===== config.mk =====
export PLATFORM = sky130hd
export DESIGN_NAME = serial_adder
export DESIGN_NICKNAME = d
export VERILOG_FILES = /design/src/rtl/serial_adder.sv
export SDC_FILE = /design/constraint.sdc
export NUM_CORES = 1
export LEC_CHECK = 0
export ABC_AREA = 1
export CELL_PAD_IN_SITES_DETAIL_PLACEMENT = 0
export CELL_PAD_IN_SITES_GLOBAL_PLACEMENT = 2
export CORE_MARGIN = 10
export CORE_UTILIZATION = 29
export DETAILED_ROUTE_END_ITERATION = 10
export PLACE_DENSITY_LB_ADDON = 0.15
export SYNTH_ARGS = -nofsm -noshare
export SYNTH_HDL_FRONTEND = slang
export SYNTH_SLANG_ARGS = --single-unit

===== constraint.sdc =====
create_clock -name clk -period 1.4 [get_ports clk]
set_clock_uncertainty 0.05 [all_clocks]
set_input_delay 0.28 -clock clk [delete_from_list [all_inputs] [get_ports clk]]
set_output_delay 0.28 -clock clk [all_outputs]
set_load 0.01 [all_outputs]

===== src/rtl/serial_adder.sv =====
// serial_adder: bit-serial two's-complement adder/subtractor.
// One full-adder slice plus a carry flip-flop produces one sum bit per clock,
// LSB first. Operands are captured on start; the result is held in an output
// register and only updated when an operation completes.
// Optional build macro SERIAL_ADDER_OVF_EN adds a registered signed-overflow
// output (ovf). With the macro undefined the port and its logic are absent.
module serial_adder #(
    parameter int unsigned WIDTH = 8
) (
    input  logic             clk,
    input  logic             rst,
    input  logic             start,
    input  logic             sub,
    input  logic [WIDTH-1:0] a,
    input  logic [WIDTH-1:0] b,
    output logic             busy,
    output logic             done,
    output logic [WIDTH-1:0] sum,
    output logic             cout
`ifdef SERIAL_ADDER_OVF_EN
    ,
    output logic             ovf
`endif
);

    // Bit counter width: clog2(WIDTH), never less than one bit.
    localparam int unsigned CW = (WIDTH > 1) ? $clog2(WIDTH) : 1;

    typedef enum logic [1:0] {
        IDLE = 2'd0,
        RUN  = 2'd1,
        DONE = 2'd2
    } state_t;

    state_t           state;
    state_t           state_next;

    logic [WIDTH-1:0] a_sh;
    logic [WIDTH-1:0] b_sh;
    logic [WIDTH-1:0] s_sh;
    logic [WIDTH-1:0] s_sh_next;
    logic [CW-1:0]    count;
    logic             carry;
    logic             carry_next;
    logic             bit_s;
    logic             last;
    logic             load;

    // Full-adder slice on the current LSBs and the serial sum shift path.
    // The shift is written as a loop so WIDTH=1 needs no special-case slicing.
    always_comb begin
        bit_s      = a_sh[0] ^ b_sh[0] ^ carry;
        carry_next = (a_sh[0] & b_sh[0]) | (a_sh[0] & carry) | (b_sh[0] & carry);
        s_sh_next  = '0;
        for (int unsigned i = 0; i + 1 < WIDTH; i++) begin
            s_sh_next[i] = s_sh[i+1];
        end
        s_sh_next[WIDTH-1] = bit_s;
        last = (count == CW'(WIDTH - 1));
    end

    // Next-state and handshake outputs.
    always_comb begin
        state_next = state;
        busy       = 1'b0;
        done       = 1'b0;
        load       = 1'b0;
        case (state)
            IDLE: begin
                if (start) begin
                    load       = 1'b1;
                    state_next = RUN;
                end
            end
            RUN: begin
                busy = 1'b1;
                if (last) begin
                    state_next = DONE;
                end
            end
            DONE: begin
                done = 1'b1;
                if (start) begin
                    load       = 1'b1;
                    state_next = RUN;
                end else begin
                    state_next = IDLE;
                end
            end
            default: begin
                state_next = IDLE;
            end
        endcase
    end

    // State register.
    always_ff @(posedge clk) begin
        if (rst) begin
            state <= IDLE;
        end else begin
            state <= state_next;
        end
    end

    // Datapath: operand capture, serial shifting and result register.
    // Subtraction is a + ~b + 1: b is inverted at capture and carry seeded with 1.
    always_ff @(posedge clk) begin
        if (rst) begin
            a_sh  <= '0;
            b_sh  <= '0;
            s_sh  <= '0;
            carry <= 1'b0;
            count <= '0;
            sum   <= '0;
            cout  <= 1'b0;
`ifdef SERIAL_ADDER_OVF_EN
            ovf   <= 1'b0;
`endif
        end else if (load) begin
            a_sh  <= a;
            b_sh  <= sub ? ~b : b;
            carry <= sub;
            count <= '0;
        end else if (state == RUN) begin
            a_sh  <= a_sh >> 1;
            b_sh  <= b_sh >> 1;
            s_sh  <= s_sh_next;
            carry <= carry_next;
            count <= count + CW'(1);
            if (last) begin
                sum  <= s_sh_next;
                cout <= carry_next;
`ifdef SERIAL_ADDER_OVF_EN
                // On the MSB step, carry holds the carry into the MSB.
                ovf  <= carry ^ carry_next;
`endif
            end
        end
    end

endmodule


; ---- Yosys cells after proc, flatten, opt, wreduce, memory -nomap -nowiden
; Cells that the tools add are included.
[op_classes]
addsub = 1
n_eq_ne = 5
n_mux = 15
n_bitwise = 9
reduce_logical = 7
[op_table]
columns = cell, n
row1 = 8-bit 2-to-1 mux, 5
row2 = 8-bit NOT, 1
row3 = 1-bit 2-to-1 mux, 7
row4 = 2-bit case mux with 3 select lines, 1
row5 = 2-bit 2-to-1 mux, 2
row6 = 2-bit != test (second input constant), 2
row7 = 2-bit AND reduction, 2
row8 = 2-bit OR reduction, 2
row9 = 3-bit by 1-bit adder with 3-bit output (second input constant), 1
row10 = 1-bit bitwise AND, 3
row11 = 3-bit equality test (second input constant), 1
row12 = 3-bit AND reduction, 1
row13 = 2-bit by 1-bit equality test with 1-bit output (second input constant), 1
row14 = 2-bit equality test (second input constant), 1
row15 = 2-bit zero test, 1
row16 = 1-bit bitwise OR, 2
row17 = 2-bit nonzero test, 1
row18 = 1-bit bitwise XOR, 2
row19 = 1-bit NOT, 1
[totals]
ff_bits = 39
in_bits = 20
output_inout_bits = 11
wordCells = 45

; ---- Logic depth before layout (Yosys ltp)
[logic_depth]
depth_word = 5
depth_mapped = 8
ltp_nobuf = 8

; ---- Worst setup path before layout
; OpenSTA, ideal clock, no wires.
[synth_path]
kind = flip-flop to flip-flop
from = register count[0]
to = register cout
setup_time_ns = 0.116
arrival_ns = 1.018
required_time_ns = 1.234
path_slack_ns = 0.216
stages_incl_launch_ff = 8
path_buffers = 0
synth_period_minus_slack_ns = 1.184
path_cell_list = dfxtp_1 -> ha_1 -> ha_1 -> inv_1 -> nor2_4 -> inv_2 -> nor2_1 -> nor2_1
[synth_via]
elab_chain_cells = 2
[synth_rtl]
columns = item, line_no
row1 = "start, declared", 42  ; logic [CW-1:0] count;
row2 = "start signal, assigned", 129  ; count <= count + CW'(1);
row3 = 3-bit equality test, 59  ; last = (count == CW'(WIDTH - 1));
row4 = 3-bit AND reduction (no source line), -
row5 = "end signal, assigned", 132  ; cout <= carry_next;
row6 = "end, declared", 19  ; output logic cout
; Every way passes these cells.
; A chain may end at the register's enable or synchronous reset.

; ---- Worst setup path in the final report
[layout_path]
from = register count[0]
to = register sum[6]
[layout_via]
elab_chain_cells = 2
[layout_rtl]
columns = item, line_no
row1 = 3-bit equality test, 59
row2 = 3-bit AND reduction (no source line), -
row3 = "end signal, assigned", 131  ; sum <= s_sh_next;
row4 = "end, declared", 18  ; output logic [WIDTH-1:0] sum,
; Every way passes these cells.

==> metrics.md <==
| Metric | Value |
|---|---|
| Status | finished clean |
| Met2 wire length | 1.873 mm |
| Top cells by area, synth | dfxtp_1, nand2_1, nor2_1 |
| CP Launch Type | flop |
| Finished Core Util | 39.26% |
| Kind of critical path | flop to flop |
| N_diodes | 0 |
| # placed instances | 349 |
| Final period util | 93.35% |
| Post-Route WL | 4.384 mm |
| # rows | 28 |
| Met3 wire len | 202 um |
| Initial DRT Pass Iterations | 4 |
| Post-Syn Area | 0.001732 mm2 |
| Most common cell after layout, fill and taps aside | nand2_1 |
| Worst Tran Pin Value | 0.2301 ns |
| Unrepaired setup endpoints after global routing | false |
| Vias in the first global route | 1482 |
| CTS tree | built |
| CTS root buffer | clkbuf_8 |
| Die X | 97.28 um |
| Placed Area | 0.002196 mm2 |
| Vias post-DR | 1531 |
| Sequential-to-total area share from yosys stat | 43.93% |
| CP Capture Type | flop |
| Syn Area/Cell | 7.245 um2 |
| Critical Path RT | 1.54 ns |
| CTS Buffer Depth | 2 |
| Share of Yosys cell area claimed by the top area cell type | 43.93% |
| Met1 Wirelength | 2.235 mm |
| CTS HTree Levels | 2 |
| Leak | 1.134 nW |
| Setup Fix Bufs, Post-CTS | 0 |
| HPWL after DPL | 3.177 mm |
| IO Pins | 31 |
| Tmin final | 1.307 ns |
| Max-cap violations | 0 |
| GP Congestion | 0.7072 |
| Iter 0 DRT Violations | 43 |
| Share of cells above drive strength 1 | 17.02% |
| DRC | 0 |
| Initial core utilization | 29.60% |
| Worst skew pair latency | 0.29 ns |
| Nets@finish | 304 |
| Finished Cell Area | 0.002297 mm2 |
| Initial antenna violation count | 0 |
| Worst R2R Start | count[0] |
| CTS Sinks | 38 |
| Synthesis Warnings | 0 |
| Worst Hold Launch | a_sh[7] |
| Setup TNS Final | 0 ns |
| Vias per cell | 4.289 |
| Mapped Nets | 262 |
| Total GRT Usage | 9.660% |
| Max Freq | 0.7652 GHz |
| Port Buffer Count | 30 |
| Syn Inst Count | 239 |
| Pwr per Cell Area | 1067 mW/mm2 |
| WP data arrival | 1.45 ns |
| Slew HR | 84.50% |
| Post-route insts no fill | 357 |
| Endpoints failing setup | 0 |
| Cts hold-fix bufs | 0 |
| Critical path peak fanout | 5 |
| Clock slew at reported path FFs | 0.07 ns |
| Slew Viols, Final | 0 |
| WHS Path Cells | 2 |
| Netlist cell types | 28 |
| Worst VDD drop | 0.3506 mV |
| First-pass GRT wire length | 7.555 mm |
| Total CTS buffers | 5 |
| Drt wl/cell | 12.28 um |
| FF+latch count, synth | 38 |
| DIE HEIGHT | 97.28 um |
| Largest net degree at the start of global routing | 20 |
| Core area | 0.005851 mm2 |
| Hold Vio Cnt, Final | 0 |
| Full die area | 0.009462 mm2 |
| R2R Setup Slk | 0.09 ns |
| Top layer used by detailed routing | met4 |
| Worst Hold Class | flop to flop |
| Worst R2R Path Depth | 7 |
| Leading area contributor after synthesis | dfxtp_1 |
| Routed Antenna Nets | 0 |
| GRT Residual Overflow | 0 |
| Hold EP | a_sh[7] |
| Reg2reg end | sum[6] |
| Area Overhead vs Synth | 32.66% |
| Most frequent cells in the layout | nand2_1, nor2_1, dfxtp_1 |
==> metal layers <==
layer	GRT usage, %	vias up
met5	0	-
met3	3.272	7
met2	14.15	28
met1	12.68	667
li1	-	829
met4	3.691	0
==> worst max-delay path by stage <==
| stage | from | end | slack, ns |
|---|---|---|---|
| after global routing | count[1] | sum[1] | 0.0006 |
| after detailed placement | start | a_sh[0] | -0.1 |
| after CTS | state[0] | busy | 0.006 |
| after floorplan | count[0] | cout | 0.22 |
| final | count[0] | sum[6] | 0.09 |
| after global placement | start | a_sh[4] | -0.12 |
==> cell families after synthesis <==
family | share of synthesized area, %
adder cells (fa/ha/maj) | 2.601
XOR/XNOR | 0.5059
AO/OA/AOI/OAI | 9.393
flip-flops | 43.93
buffers and inverters | 9.321
AND/OR/NAND/NOR | 34.25
==> final cells by class <==
| class | instances | area [um2] |
|---|---|---|
| fill | 643 | 3553 |
| multi-input combinational | 165 | 812.0 |
| sequential | 38 | 764.5 |
| timing repair buffer | 44 | 412.9 |
| clock buffer | 8 | 110.1 |
| inverter | 27 | 103.9 |
| tap | 75 | 93.84 |
==> repair_timing <==
item	4_1_cts	5_1_grt
gates resized for setup	17	10
endpoints found under the setup margin	11	11
pin swaps	0	1
==> per-stage QoR <==
stage	setup WS (ns)	hold slack, ns	total power, mW
final	0.09315	0.4170	2.451
after global placement	-0.1185	0.4040	1.606
after floorplan	0.2164	0.2924	1.440
after global routing	0.0005715	0.4422	2.591
after CTS	0.006277	0.4208	2.495
after detailed placement	-0.09976	0.4105	1.603
==> cell usage after synthesis <==
| cell type | count |
|---|---|
| o21ai_2 | 1 |
| buf_6 | 2 |
| nor2_4 | 2 |
| a211oi_2 | 1 |
| nor2_1 | 39 |
| dfxtp_1 | 38 |
| nand3b_1 | 1 |
| ha_1 | 2 |
| nand2_2 | 1 |
| nor3_1 | 1 |
| nand3_1 | 18 |
| nor2_2 | 1 |
| inv_2 | 3 |
| a21oi_1 | 7 |
| o211ai_1 | 1 |
| clkbuf_1 | 2 |
| o21ai_0 | 17 |
| fa_1 | 1 |
| nand2_4 | 3 |
| xor2_1 | 1 |
| inv_1 | 24 |
| o21ai_1 | 1 |
| buf_4 | 2 |
| a21oi_2 | 1 |
| or2_2 | 1 |
| nor3_2 | 4 |
| buf_2 | 3 |
| nand2_1 | 61 |
==> state kept, by name, summed over array words and instances, names as in the netlist <==
| name | flops |
|---|---|
| a_sh | 8 |
| b_sh | 8 |
| carry | 1 |
| count | 3 |
| cout | 1 |
| s_sh | 7 |
| state | 2 |
| sum | 8 |
==> critical path, stage by stage (launching register included) <==
cell and delay (ns):
dfxtp_2 0.33, ha_1 0.19, ha_1 0.19, inv_2 0.08, nor2_4 0.06, buf_6 0.13
o21ai_0 0.13, nor2_1 0.06
==> report_power, final <==
part	total, mW	leakage (nW)	internal (mW)	switching [mW]
Clock	0.881	0.0575	0.497	0.383
Sequential	1.18	0.312	1.15	0.0384
Combinational	0.387	0.764	0.179	0.208
Total	2.45	1.13	1.82	0.630
Power figures use the tool's default switching activity.
